$ cat src/rtl/response_scoreboard.sv
// response_scoreboard: end-of-chain checker that compares reference and DUT
// outputs per accepted sample, counts samples and mismatches, captures the
// first mismatch and raises a pass/fail verdict after a fixed sample count.
module response_scoreboard #(
  parameter int unsigned WIDTH       = 1,
  parameter int unsigned NUM_SAMPLES = 101,
  parameter int unsigned CNT_W       = 16
) (
  input  logic             clk,
  input  logic             reset,
  input  logic             start,
  input  logic             sample_en,
  input  logic [WIDTH-1:0] ref_out,
  input  logic [WIDTH-1:0] dut_out,
  output logic             busy,
  output logic             done,
  output logic             pass,
  output logic [CNT_W-1:0] sample_count,
  output logic [CNT_W-1:0] error_count,
  output logic             first_err_valid,
  output logic [CNT_W-1:0] first_err_idx,
  output logic [WIDTH-1:0] first_err_diff
);

  // Index of the sample that completes a run.
  localparam logic [CNT_W-1:0] LastIdx = CNT_W'(NUM_SAMPLES - 1);
  localparam logic [CNT_W-1:0] ErrMax  = {CNT_W{1'b1}};

  typedef enum logic [1:0] {StIdle, StRun, StDone} state_e;

  state_e           state_q, state_d;
  logic [CNT_W-1:0] smp_cnt_q, smp_cnt_d;
  logic [CNT_W-1:0] err_cnt_q, err_cnt_d;
  logic             fe_valid_q, fe_valid_d;
  logic [CNT_W-1:0] fe_idx_q, fe_idx_d;
  logic [WIDTH-1:0] fe_diff_q, fe_diff_d;

  logic [WIDTH-1:0] diff;
  logic             mismatch;

  assign diff     = ref_out ^ dut_out;
  assign mismatch = |diff;

  // Next-state logic: run control plus sample/error accounting.
  always_comb begin
    state_d    = state_q;
    smp_cnt_d  = smp_cnt_q;
    err_cnt_d  = err_cnt_q;
    fe_valid_d = fe_valid_q;
    fe_idx_d   = fe_idx_q;
    fe_diff_d  = fe_diff_q;
    unique case (state_q)
      StIdle, StDone: begin
        // A new run always starts from cleared counters; any sample on this
        // edge is dropped.
        if (start) begin
          state_d    = StRun;
          smp_cnt_d  = '0;
          err_cnt_d  = '0;
          fe_valid_d = 1'b0;
          fe_idx_d   = '0;
          fe_diff_d  = '0;
        end
      end
      StRun: begin
        if (sample_en) begin
          smp_cnt_d = smp_cnt_q + 1'b1;
          if (mismatch) begin
            if (err_cnt_q != ErrMax) err_cnt_d = err_cnt_q + 1'b1;
            if (!fe_valid_q) begin
              fe_valid_d = 1'b1;
              fe_idx_d   = smp_cnt_q;
              fe_diff_d  = diff;
            end
          end
          if (smp_cnt_q == LastIdx) state_d = StDone;
        end
      end
      default: state_d = StIdle;
    endcase
  end

  // State register with synchronous active-high reset.
  always_ff @(posedge clk) begin
    if (reset) begin
      state_q    <= StIdle;
      smp_cnt_q  <= '0;
      err_cnt_q  <= '0;
      fe_valid_q <= 1'b0;
      fe_idx_q   <= '0;
      fe_diff_q  <= '0;
    end else begin
      state_q    <= state_d;
      smp_cnt_q  <= smp_cnt_d;
      err_cnt_q  <= err_cnt_d;
      fe_valid_q <= fe_valid_d;
      fe_idx_q   <= fe_idx_d;
      fe_diff_q  <= fe_diff_d;
    end
  end

  assign busy            = (state_q == StRun);
  assign done            = (state_q == StDone);
  assign pass            = (state_q == StDone) && (err_cnt_q == '0);
  assign sample_count    = smp_cnt_q;
  assign error_count     = err_cnt_q;
  assign first_err_valid = fe_valid_q;
  assign first_err_idx   = fe_idx_q;
  assign first_err_diff  = fe_diff_q;

endmodule
$ cat config.mk
export PLATFORM = sky130hd
export DESIGN_NAME = response_scoreboard
export DESIGN_NICKNAME = d
export VERILOG_FILES = /design/src/rtl/response_scoreboard.sv
export SDC_FILE = /design/constraint.sdc
export NUM_CORES = 1
export LEC_CHECK = 0
export CAP_MARGIN = 5
export CORE_MARGIN = 2
export CORE_UTILIZATION = 40
export DETAILED_ROUTE_END_ITERATION = 12
export GPL_TIMING_DRIVEN = 0
export PLACE_DENSITY = 0.66
export SETUP_SLACK_MARGIN = 0.2
export SYNTH_ARGS = -nofsm -noshare
export SYNTH_HDL_FRONTEND = slang
export SYNTH_SLANG_ARGS = --single-unit
$ cat constraint.sdc
create_clock -name clk -period 2.3 [get_ports clk]
set_input_delay 0.46 -clock clk [delete_from_list [all_inputs] [get_ports clk]]
set_output_delay 0.46 -clock clk [all_outputs]
set_load 0.02 [all_outputs]
==> impl_metrics.yaml, run 1 <==
worst_hold_path:
  type_of_the_worst_min_delay_path: "register to register"
detailed_routing:
  route.vias.total: 2548
  wirelength_mm: 7.017
  drt_iter0_drc: 164
  wl_per_cell_um: 15.52
  via_per_inst: 5.637
  route.detailed.drc: 0
  drtPass1Iterations: 4
  antenna_left: 0
grt:
  antenna_found_initial: 0
  number_of_global_route_vias_before_repair: 2238
  grt_max_degree: 15
  grt-ovfl-total: 0
  grt_first_pass_wirelength_mm: 11.30
  gr-usage-all-layers_pct: 19.57
die:
  floorplan.initialDensity_pct: 41.00
  width_of_the_die_um: 84.45
  core_ar_um2: 6314
  die_y_um: 84.45
  ioPinCount: 59
  std_cell_rows: 29
  die-area_um2: 7131
clock_tree:
  cts_root_buf: "clkbuf_8"
  clkLatencyLatePin_ps: 310
  cts.htree.levels: 2
  cts.hold.buffers_added: 0
  cts-buffers-inserted: 5
  clock_slew_at_the_register_clock_pins_of_the_worst_setup_and_hold_paths_ps: 90
  number_of_buffers_on_the_longest_clock_path: 2
  cts_sinks: 52
  clock_tree_from_tritoncts: "built"
yosys:
  synth_enable_flop_cells: 0
  post_synthesis_cell_type_with_the_largest_combined_area: "dfxtp_1"
  synthDistinctLibCells: 45
  synth_async_sr_flop_share_pct: 0
  synth_cells: 309
  yosysTopAreaCellShare_pct: 40.21
  synth_flop_cell: "dfxtp_1"
  yosysSeqAreaShare_pct: 40.21
  synth.ff_latch_count: 52
  synth_top_cells_by_area: "dfxtp_1, a21oi_1, nand3_1, o21ai_0, mux2i_1"
  ys_warn_count: 0
  synth.cell_area_um2: 2589
  postSynthAreaPerCell_um2: 8.378
  synth_nets: 319
power:
  power_report.internal_total_uw: 1186
  comb_power_share_pct: 12.9
  power_density_nw_per_um2: 478.1
  clock_power_share_pct: 31.0
  peakVddDrop_uv: 275.9
  net-switching-power_uw: 440.0
  power.leakage_uw: 0.001105
  switching_share_pct: 27.06
  share_seq_of_total_power_pct: 56.2
placement:
  postPlaceCellArea_um2: 3272
  detailed_place_hpwl_mm: 5.027
  port_buffers: 58
  gp_congestion: 0.8219
cells_and_area:
  drive_above_1_share_pct: 8.267
  share_of_the_core_filled_with_cells_in_the_final_layout_pct: 53.86
  layout-area-overhead-vs-synth_pct: 31.37
  diodes: 0
  finish.net_count: 385
  final_cell_area_um2: 3401
timing:
  setup_viol: 0
  min_period_ps: 2043
  achievable-frequency_mhz: 489.4
  grt_setup_unrepaired: "true"
  finalHoldViolations: 0
  worst-slew-pin-transition_ps: 709.4
  timing.clock.skew_ps: 8.464
  slew_violations: 0
  max-slew-margin-rel_pct: 52.58
  min_period_over_period_pct: 88.84
worst_setup_path:
  worstSetupStartpointType: "input port"
  cp.required_ps: 2540
  critical_path.max_fanout: 10
  cpMaxStageDelayCell: "clkdlybuf4s50_1"
  path_class: "input port to register"
  worstPathArrival_ps: 2280
  timing.critical_path.to_type: "register"
  cp_slowest_stage_delay_ps: 540
  timing.critical_path.cells: "clkdlybuf4s50_1, and2b_1, a21oi_4, buf_6, nor4b_1, mux2i_1"
run:
  cap_violations: 0
outcome:
  status: "finished clean"
-- layout by cell type, fill, tap and decap left out, types with 3 or more instances in the layout --
master | synthesis | final
buf_2 | 5 | 7
nor4b_1 | 4 | 3
o21ai_0 | 25 | 25
buf_6 | 3 | 3
mux2i_1 | 12 | 12
clkbuf_1 | 11 | 10
ha_1 | 4 | 4
or4_1 | 5 | 5
nand4_1 | 8 | 8
xor2_1 | 4 | 4
nor4_1 | 9 | 6
and4_1 | 4 | 4
xnor2_1 | 3 | 3
nand2_1 | 29 | 29
nor2b_1 | 3 | 3
and2_1 | 3 | 3
o31ai_1 | 5 | 5
clkdlybuf4s50_1 | 0 | 55
nand3_1 | 26 | 26
dfxtp_1 | 52 | 49
a211oi_1 | 4 | 4
a21oi_1 | 33 | 33
nor2_1 | 9 | 8
or3_1 | 17 | 17
clkbuf_8 | 0 | 5
inv_1 | 7 | 7
-- critical path: cells and delay by family --
kind / cells / cell delay [ps]
buffers and inverters: 2 / 710
AND/OR/NAND/NOR: 2 / 770
AO/OA/AOI/OAI: 1 / 110
multiplexers: 1 / 220
-- area by class of cell --
class | instances | area, um^2
Timing Repair Buffer | 59 | 584.3
Tap cell | 77 | 96.34
Buffer | 20 | 107.6
Sequential cell | 52 | 1047
Inverter | 7 | 26.28
Fill cell | 615 | 2913
Clock inverter | 1 | 5.005
Multi-Input combinational cell | 230 | 1461
Clock buffer | 6 | 72.57
-- flip-flops by register name, summed over array words and instances, names as in the netlist --
signal / cells
first_err_diff: 1
first_err_idx: 16
error_count: 16
sample_count: 16
first_err_valid: 1
state_q: 2
-- layer usage --
layer	share of wire, %	GRT usage [%]	wire, um	vias up
met2	44	28.43	3110	43
met3	3.3	3.638	231	8
li1	-	-	-	1271
met1	51	29.06	3565	1226
met5	0	0	0	-
met4	1.6	6.638	110	0
-- metrics by stage --
| stage | cells | hold slack (ps) | total power [uW] | setup WS, ps | TNS, ps |
|---|---|---|---|---|---|
| 6_report | 452 | 477.1 | 1626 | 256.7 | 0 |
| 5_1_grt | 452 | 512.9 | 1697 | 172.4 | 0 |
| 4_1_cts | 451 | 479.6 | 1645 | 200.9 | 0 |
| 3_5_place_dp | 444 | 466.7 | 1140 | -186.0 | -2772 |
| 3_3_place_gp | 444 | 460.1 | 1138 | -135.7 | -1873 |
| 2_1_floorplan | 309 | 553.5 | 1067 | 400.0 | 0 |
-- logic make-up after synthesis --
| group | synth area share [%] |
|---|---|
| buffers and inverters | 5.026 |
| adder cells (fa/ha/maj) | 1.933 |
| flip-flops | 40.21 |
| AND/OR/NAND/NOR | 28.03 |
| multiplexers | 4.640 |
| AO/OA/AOI/OAI | 17.79 |
| XOR/XNOR | 2.368 |
-- synth_stat cells, types with 2 or more instances --
| master | instances |
|---|---|
| dfxtp_1 | 52 |
| a21oi_1 | 33 |
| nand2_1 | 29 |
| nand3_1 | 26 |
| o21ai_0 | 25 |
| or3_1 | 17 |
| mux2i_1 | 12 |
| clkbuf_1 | 11 |
| nor2_1 | 9 |
| nor4_1 | 9 |
| nand4_1 | 8 |
| inv_1 | 7 |
| buf_2 | 5 |
| o31ai_1 | 5 |
| or4_1 | 5 |
| a211oi_1 | 4 |
| and4_1 | 4 |
| ha_1 | 4 |
| nor4b_1 | 4 |
| xor2_1 | 4 |
| and2_1 | 3 |
| buf_6 | 3 |
| nor2b_1 | 3 |
| xnor2_1 | 3 |
| a211o_1 | 2 |
| and3_1 | 2 |
| o2111ai_1 | 2 |
-- timing repair --
item                       in CTS  in global routing
setup buffers                   0                  1
setup endpoints to repair      13                 26
cloned                          0                  0
gates resized for setup         9                 13
pin swaps                       1                  3
-- power groups by stage --
stage	Clock (uW)	Combinational, uW	Sequential, uW
floorplan	0	126	941
global placement	0	202	935
detailed placement	0	205	936
CTS	525	205	915
global route	553	230	915
finish	503	209	913
-- path summary, 6_finish.rpt --
check,from,to,slack (ps),cells past startpoint
max,start,error_count[9]$_SDFFE_PP0P_,260,6
min,first_err_idx[2]$_SDFFE_PP0P_,first_err_idx[2]$_SDFFE_PP0P_,480,2
max reg2reg,error_count[1]$_SDFFE_PP0P_,error_count[9]$_SDFFE_PP0P_,320,5
min reg2reg,first_err_idx[2]$_SDFFE_PP0P_,first_err_idx[2]$_SDFFE_PP0P_,480,2
(Power assumes the default switching activity.)
==> run 2: changes to the inputs <==
--- a/config.mk
+++ b/config.mk
@@ -6,11 +6,13 @@
 export NUM_CORES = 1
 export LEC_CHECK = 0
 export CAP_MARGIN = 5
+export CELL_PAD_IN_SITES_DETAIL_PLACEMENT = 0
+export CELL_PAD_IN_SITES_GLOBAL_PLACEMENT = 2
 export CORE_MARGIN = 2
-export CORE_UTILIZATION = 40
+export CORE_UTILIZATION = 29
 export DETAILED_ROUTE_END_ITERATION = 12
 export GPL_TIMING_DRIVEN = 0
-export PLACE_DENSITY = 0.66
+export PLACE_DENSITY = 0.79
 export SETUP_SLACK_MARGIN = 0.2
 export SYNTH_ARGS = -nofsm -noshare
 export SYNTH_HDL_FRONTEND = slang
==> run 2 against run 1 <==
Against the previous run: fmax increased by 0.61%; non-clock buffer count decreased by 1; critical path depth shrank 2; core utilization down 14 points.
==> impl_metrics.yaml, run 2 (synthesis gave the netlist of run 1 again) <==
outcome:
  status: "finished clean"
cells_and_area:
  diodes: 0
  fillCellCount: 916
  share_of_the_core_filled_with_cells_in_the_final_layout_pct: 39.62
  drive_above_1_share_pct: 8.267
  layout.cells.most_common_list: "clkdlybuf4s50_1, dfxtp_1, a21oi_1"
  layoutNonFillerInstCount: 483
  finish.net_count: 384
  mostFrequentLayoutCell: "clkdlybuf4s50_1"
  layout-area-overhead-vs-synth_pct: 32.82
  final_cell_area_um2: 3438
timing:
  setup_viol: 0
  slew_violations: 0
  worst-slew-pin-transition_ps: 699.8
  max-slew-margin-rel_pct: 53.09
  setup_tns_ps: 0
  finalHoldViolations: 0
  grt_setup_unrepaired: "true"
  min_period_over_period_pct: 88.30
  timing.hold.ws_ps: 480.1
  achievable-frequency_mhz: 492.4
  timing.clock.skew_ps: 7.104
  min_period_ps: 2031
placement:
  gp_congestion: 0.8042
  detailed_place_hpwl_mm: 5.588
  postPlaceCellArea_um2: 3311
  placed_cells_incl_taps: 475
  port_buffers: 58
grt:
  grt_first_pass_wirelength_mm: 12.68
  grt-ovfl-total: 0
  grt_max_degree: 17
  number_of_global_route_vias_before_repair: 2343
  highest_utilization_routing_layer_at_the_global_route_stage: "met1"
  gr-usage-all-layers_pct: 16.02
  met1_routing_resource_usage_after_global_routing_pct: 24.81
  grt_use_met2_pct: 23.13
  gr-usage-met3_pct: 2.695
  antenna_found_initial: 0
worst_setup_path:
  cp.required_ps: 1840
  timing.critical_path.cells: "nor4_1, nand4_1, nor4b_2, buf_4"
  r2r_end: "error_count[0]$_SDFFE_PP0P_"
  worstSetupStartpointType: "register"
  worstSetupStartpoint: "error_count[2]$_SDFFE_PP0P_"
  timing.critical_path.to_type: "output pin"
  rr_startpoint: "error_count[8]$_SDFFE_PP0P_"
  ff2ff_path_depth: 4
  r2r_slack_ps: 280
  path_class: "register to output pin"
  worstPathArrival_ps: 1570
  critical_path.max_fanout: 8
  cpMaxStageDelayCell: "dfxtp_1"
  cp_slowest_stage_delay_ps: 400
clock_tree:
  clock_slew_at_the_register_clock_pins_of_the_worst_setup_and_hold_paths_ps: 100
  clkLatencyLatePin_ps: 310
  cts_root_buf: "clkbuf_8"
  cts.htree.levels: 2
  cts_sinks: 52
  cts.hold.buffers_added: 0
  post_cts_buffers: 0
  cts-buffers-inserted: 5
  clock_tree_from_tritoncts: "built"
  number_of_buffers_on_the_longest_clock_path: 2
power:
  net-switching-power_uw: 464.5
  share_seq_of_total_power_pct: 55.1
  power.leakage_uw: 0.001121
  power_density_nw_per_um2: 483.1
  clock_power_share_pct: 32.3
  comb_power_share_pct: 12.6
  peakVddDrop_uv: 327.8
  power_report.internal_total_uw: 1197
  switching_share_pct: 27.96
worst_hold_path:
  type_of_the_worst_min_delay_path: "register to register"
  min-delay-start: "first_err_idx[2]$_SDFFE_PP0P_"
  hold_path_end: "first_err_idx[2]$_SDFFE_PP0P_"
  min_path_cells: 2
detailed_routing:
  route.detailed.drc: 0
  wl_per_cell_um: 16.01
  antenna_left: 0
  drtPass1Iterations: 4
  drt_iter0_drc: 143
  wirelength_mm: 7.731
  via_per_inst: 5.211
  route.vias.total: 2517
run:
  cap_violations: 0
die:
  core_ar_um2: 8678
  die-area_um2: 9698
  std_cell_rows: 34
  ioPinCount: 59
  die_y_um: 98.48
  width_of_the_die_um: 98.48
  floorplan.initialDensity_pct: 29.83
-- run 2: cell types whose count changed in the layout (fill, tap and decap cells not counted), sizes merged --
cell	before	now
buf	11	10
clkdlybuf4s50	55	54
clkinvlp	0	1
dlymetal6s2s	1	2
-- run 2: layout make-up --
cell class / count / area, um^2 / share of cell area, %
multi-input cells: 230 / 1454 / 42.29
flip-flops and latches: 52 / 1044 / 30.35
repair buffers: 58 / 581.8 / 16.92
well taps: 108 / 135.1 / 3.930
plain buffers: 20 / 108.9 / 3.166
clock buffers: 6 / 72.57 / 2.111
inverters: 7 / 26.28 / 0.7642
clock inverters: 2 / 16.27 / 0.4731
-- run 2: through the flow --
| stage | total power, uW | setup slack (ps) |
|---|---|---|
| 6_report | 1661 | 269.0 |
| 5_1_grt | 1736 | 138.4 |
| 4_1_cts | 1682 | 209.9 |
| 3_5_place_dp | 1144 | -336.7 |
| 3_3_place_gp | 1145 | -286.9 |
| 2_1_floorplan | 1067 | 400.0 |
-- run 2: worst max-delay path by stage --
stage,to,slack (ps),cells after the start
after floorplan,pass,400,4
after global placement,error_count[5]$_SDFFE_PP0P_,-290,6
after detailed placement,error_count[4]$_SDFFE_PP0P_,-340,6
after CTS,done,210,2
after global routing,error_count[1]$_SDFFE_PP0P_,140,4
final,pass,270,4
-- run 2: repair_timing --
item	CTS	global route
setup endpoints to repair	20	32
endpoints found under the hold margin	0	0
resized for setup	13	10
pin swaps	1	0
-- run 2: power by group through the flow --
stage          clock (uW)  sequential [uW]  combinational, uW
4_1_cts               558              915                210
6_report              537              915                209
5_1_grt               590              917                229
3_5_place_dp            0              936                208
3_3_place_gp            0              936                209
2_1_floorplan           0              941                126
-- run 2: worst max-delay path: cells and delay by family, from the launching register on --
kind,cells,cell delay (ps)
flip-flops,1,400
AND/OR/NAND/NOR,3,700
buffers and inverters,1,180
-- run 2: metal layers --
metal | share of wire (%) | wire, um
met2 | 44 | 3417
met5 | 0 | 0
met4 | 0.93 | 72
met1 | 51 | 3978
met3 | 3.4 | 263
==> variant (settings of run 2) <==
Change the parameter `CNT_W` from 16 to 32.
--- a/src/rtl/response_scoreboard.sv
+++ b/src/rtl/response_scoreboard.sv
@@ -6,3 +6,3 @@
   parameter int unsigned NUM_SAMPLES = 101,
-  parameter int unsigned CNT_W       = 16
+  parameter int unsigned CNT_W       = 32
 ) (
Interface: changed (resized error_count, first_err_idx and sample_count); port bits go from 59 to 107. The function was not compared with the original's and may differ.
==> variant against run 2 <==
Wire length rose by 110%; critical path depth rose by 3; hold slack improved by 0.019 ns; maximum frequency fell by 6.7%; global-route usage rose by 2.7 points; worst setup slack got worse by 0.15 ns; critical endpoint is now error_count[2]; sequential cell count rose by 48; combinational power rose by 39%; total power rose by 130%; synthesized area rose by 76%; largest cell class unchanged; cell area rose by 100%.
==> variant: results (changes against run 2) <==
Synthesis
Ranked by total cell area, the synthesized netlist is headed by sky130_fd_sc_hd__dfxtp_1 44%, sky130_fd_sc_hd__nor2_1 5.8%, sky130_fd_sc_hd__a22oi_1 5.3%. The count of warnings emitted by yosys came to 0 (unchanged). The share of synthesized area occupied by flip-flops and latches was 43.9% (+3.7 points). By count the netlist is led by 100 x sky130_fd_sc_hd__dfxtp_1, 70 x sky130_fd_sc_hd__nor2_1, 43 x sky130_fd_sc_hd__a21oi_1. The most frequently used flop master after synthesis is sky130_fd_sc_hd__dfxtp_1.

The async set-or-reset flop fraction in the synthesized netlist is 0% (unchanged). The average cell area after synthesis is 8.36 sq um (-0.27%). The number of nets produced by synthesis is 556 (+74%). The number of distinct library cells after synthesis is 45 (unchanged).

Setup path
On the critical path the largest part of the delay comes from simple AND/OR/NAND/NOR gates. The cell type of the slowest stage on the worst timing path is sky130_fd_sc_hd__or4_4. The maximum net fanout on the critical path is 7 (-1). The biggest cell delay along the critical path was 0.55 ns (+0.15 ns). The data arrival time of the critical path is 2.41 ns (+0.84 ns).

Finish
The number of diodes added for antenna fixing was 0 (unchanged). The fraction of final layout cells sized beyond drive strength 1 was 19.9% (+12 points). The count of fill cells added during filler insertion was 1539 (+68%). The total number of nets in the final design is 698 (+82%).

Power and ir drop
The leakage power figure came to 2.28 nW (+100%). The largest voltage drop on the vdd net is 0.000324 V (-1.3%). The fraction of power spent switching nets was 25.0% (-3.0 points).

Clock network
The number of H-tree levels is 3 (+1). The clock insertion delay at the later pin of the skew report came to 0.36 ns (+0.05 ns). The tree is rooted in a sky130_fd_sc_hd__clkbuf_16. The clock tree buffer depth is 2 (unchanged). The clock transition at the registers of the reported paths came to 0.07 ns (-0.03 ns). The number of CTS-inserted buffers is 9 (+4).

Global routing
The wire length of the first global-routing pass came to 24500 um (+93%). The largest net degree at the start of global routing was 19 (+2). The met2 track utilization from global routing was 29.8% (+6.7 points). The global-route usage over all layers is 18.7% (+2.7 points). The initial antenna violation count is 0 (unchanged).

The met3 track demand over resource is 3.47% (+0.77 points). The met1 demand-to-capacity share in global routing was 25.7% (+0.93 points). The via count of the first global-routing pass is 4457 (+90%).

The most congested layer reported by global routing is met2.

Routing
The number of vias per cell after detailed routing was 5.26 (+0.89%). The routed wire length is 16100 um (+110%). The DRC marker count from the first detailed-route iteration is 323 (+130%).

The first-pass detailed-route iteration total is 4 (unchanged). The per-cell routed wire length is 17.8 um (+11%).

Placed design
The number of cells after detailed placement is 862 (+81%). The sum of net half-perimeters after detailed placement is 11000 um (+96%). The number of port buffers is 105 (+81%). The final weighted congestion of routability-driven global placement was 0.805 (+0.12%).

Min path
The worst hold path belongs to the class flip-flop to flip-flop.

STA
The worst relative slew slack is 45.2% (-7.9 points). The largest clock skew in the final design is 0.00827 ns (+0.00117 ns).

Outcome
The flow ran to the end, and the final reports show no timing, DRC or antenna violations.
variant: changes by cell type after synthesis, sizes merged, moves of 6 or more:
cell / change
o31ai: +8
xor2: +8
a21oi: +9
clkbuf: +9
nand2: +6
dfxtp: +48
or4: +12
mux2i: -11
nor3: +9
or3: +7
nand4: +19
xnor2: +8
a22oi: +31
nor2: +61
variant: cell families (layout without fill, tap and decap cells):
group,after synthesis,count (layout),synth area share [%]
AO/OA/AOI/OAI,122,122,16.6
XOR/XNOR,23,23,4.42
adder cells (fa/ha/maj),4,4,1.10
buffers and inverters,36,183,3.29
flip-flops,100,100,43.9
multiplexers,1,1,0.219
AND/OR/NAND/NOR,260,260,30.4
variant: final timing paths:
path                            depth (start not counted)             end       startpoint  slack, ns
worst min-delay path                                    2  first_err_diff   first_err_diff       0.50
worst min register to register                          2  first_err_diff   first_err_diff       0.50
worst max register to register                          7  error_count[2]  error_count[23]       0.12
worst max-delay path                                    7  error_count[2]  error_count[23]       0.12
variant: area by class of cell:
type,instances,area (sq um),share of cell area [%]
Tap cell,211,264,3.85
Clock inverter,7,104,1.51
Sequential cell,100,2040,29.7
Inverter,8,30.0,0.438
Clock buffer,9,225,3.28
Timing Repair Buffer,131,1320,19.2
Buffer,28,180,2.63
Multi-Input combinational cell,410,2710,39.4
variant: worst min-delay path, cell delays in order (launching register included):
cell and delay, ns:
sky130_fd_sc_hd__dfxtp_1 0.33, sky130_fd_sc_hd__a21oi_1 0.06, sky130_fd_sc_hd__nor2_1 0.07
variant: what timing repair did:
action                     in CTS  in global routing
hold endpoints to repair        0                  0
pin swaps                       6                 33
gates resized for setup        42                 85
setup buffers                   5                 18
gates cloned                    0                  3
setup endpoints to repair      90                 79
variant: metrics by stage:
stage | area, sq um | setup slack, ns
2_1_floorplan | 4580 | 0.202
3_3_place_gp | 5890 | -0.514
3_5_place_dp | 5890 | -0.549
4_1_cts | 6380 | -0.00353
5_1_grt | 6860 | 0.0403
6_report | 6860 | 0.123
variant: layer usage:
metal	share of wire (%)	wire length [um]	vias to the layer above
met2	47	7620	102
met3	4.3	698	14
met1	47	7600	2325
met5	0	0	-
met4	1.3	209	0
li1	-	-	2312
variant: power by group through the flow:
stage                     Sequential [W]  Combinational [W]  Clock (W)
after floorplan                  0.00178           0.000111          0
after global placement           0.00178           0.000195          0
after detailed placement         0.00178           0.000198          0
after CTS                        0.00174           0.000220    0.00175
after global routing             0.00174           0.000307    0.00182
final                            0.00174           0.000291    0.00173
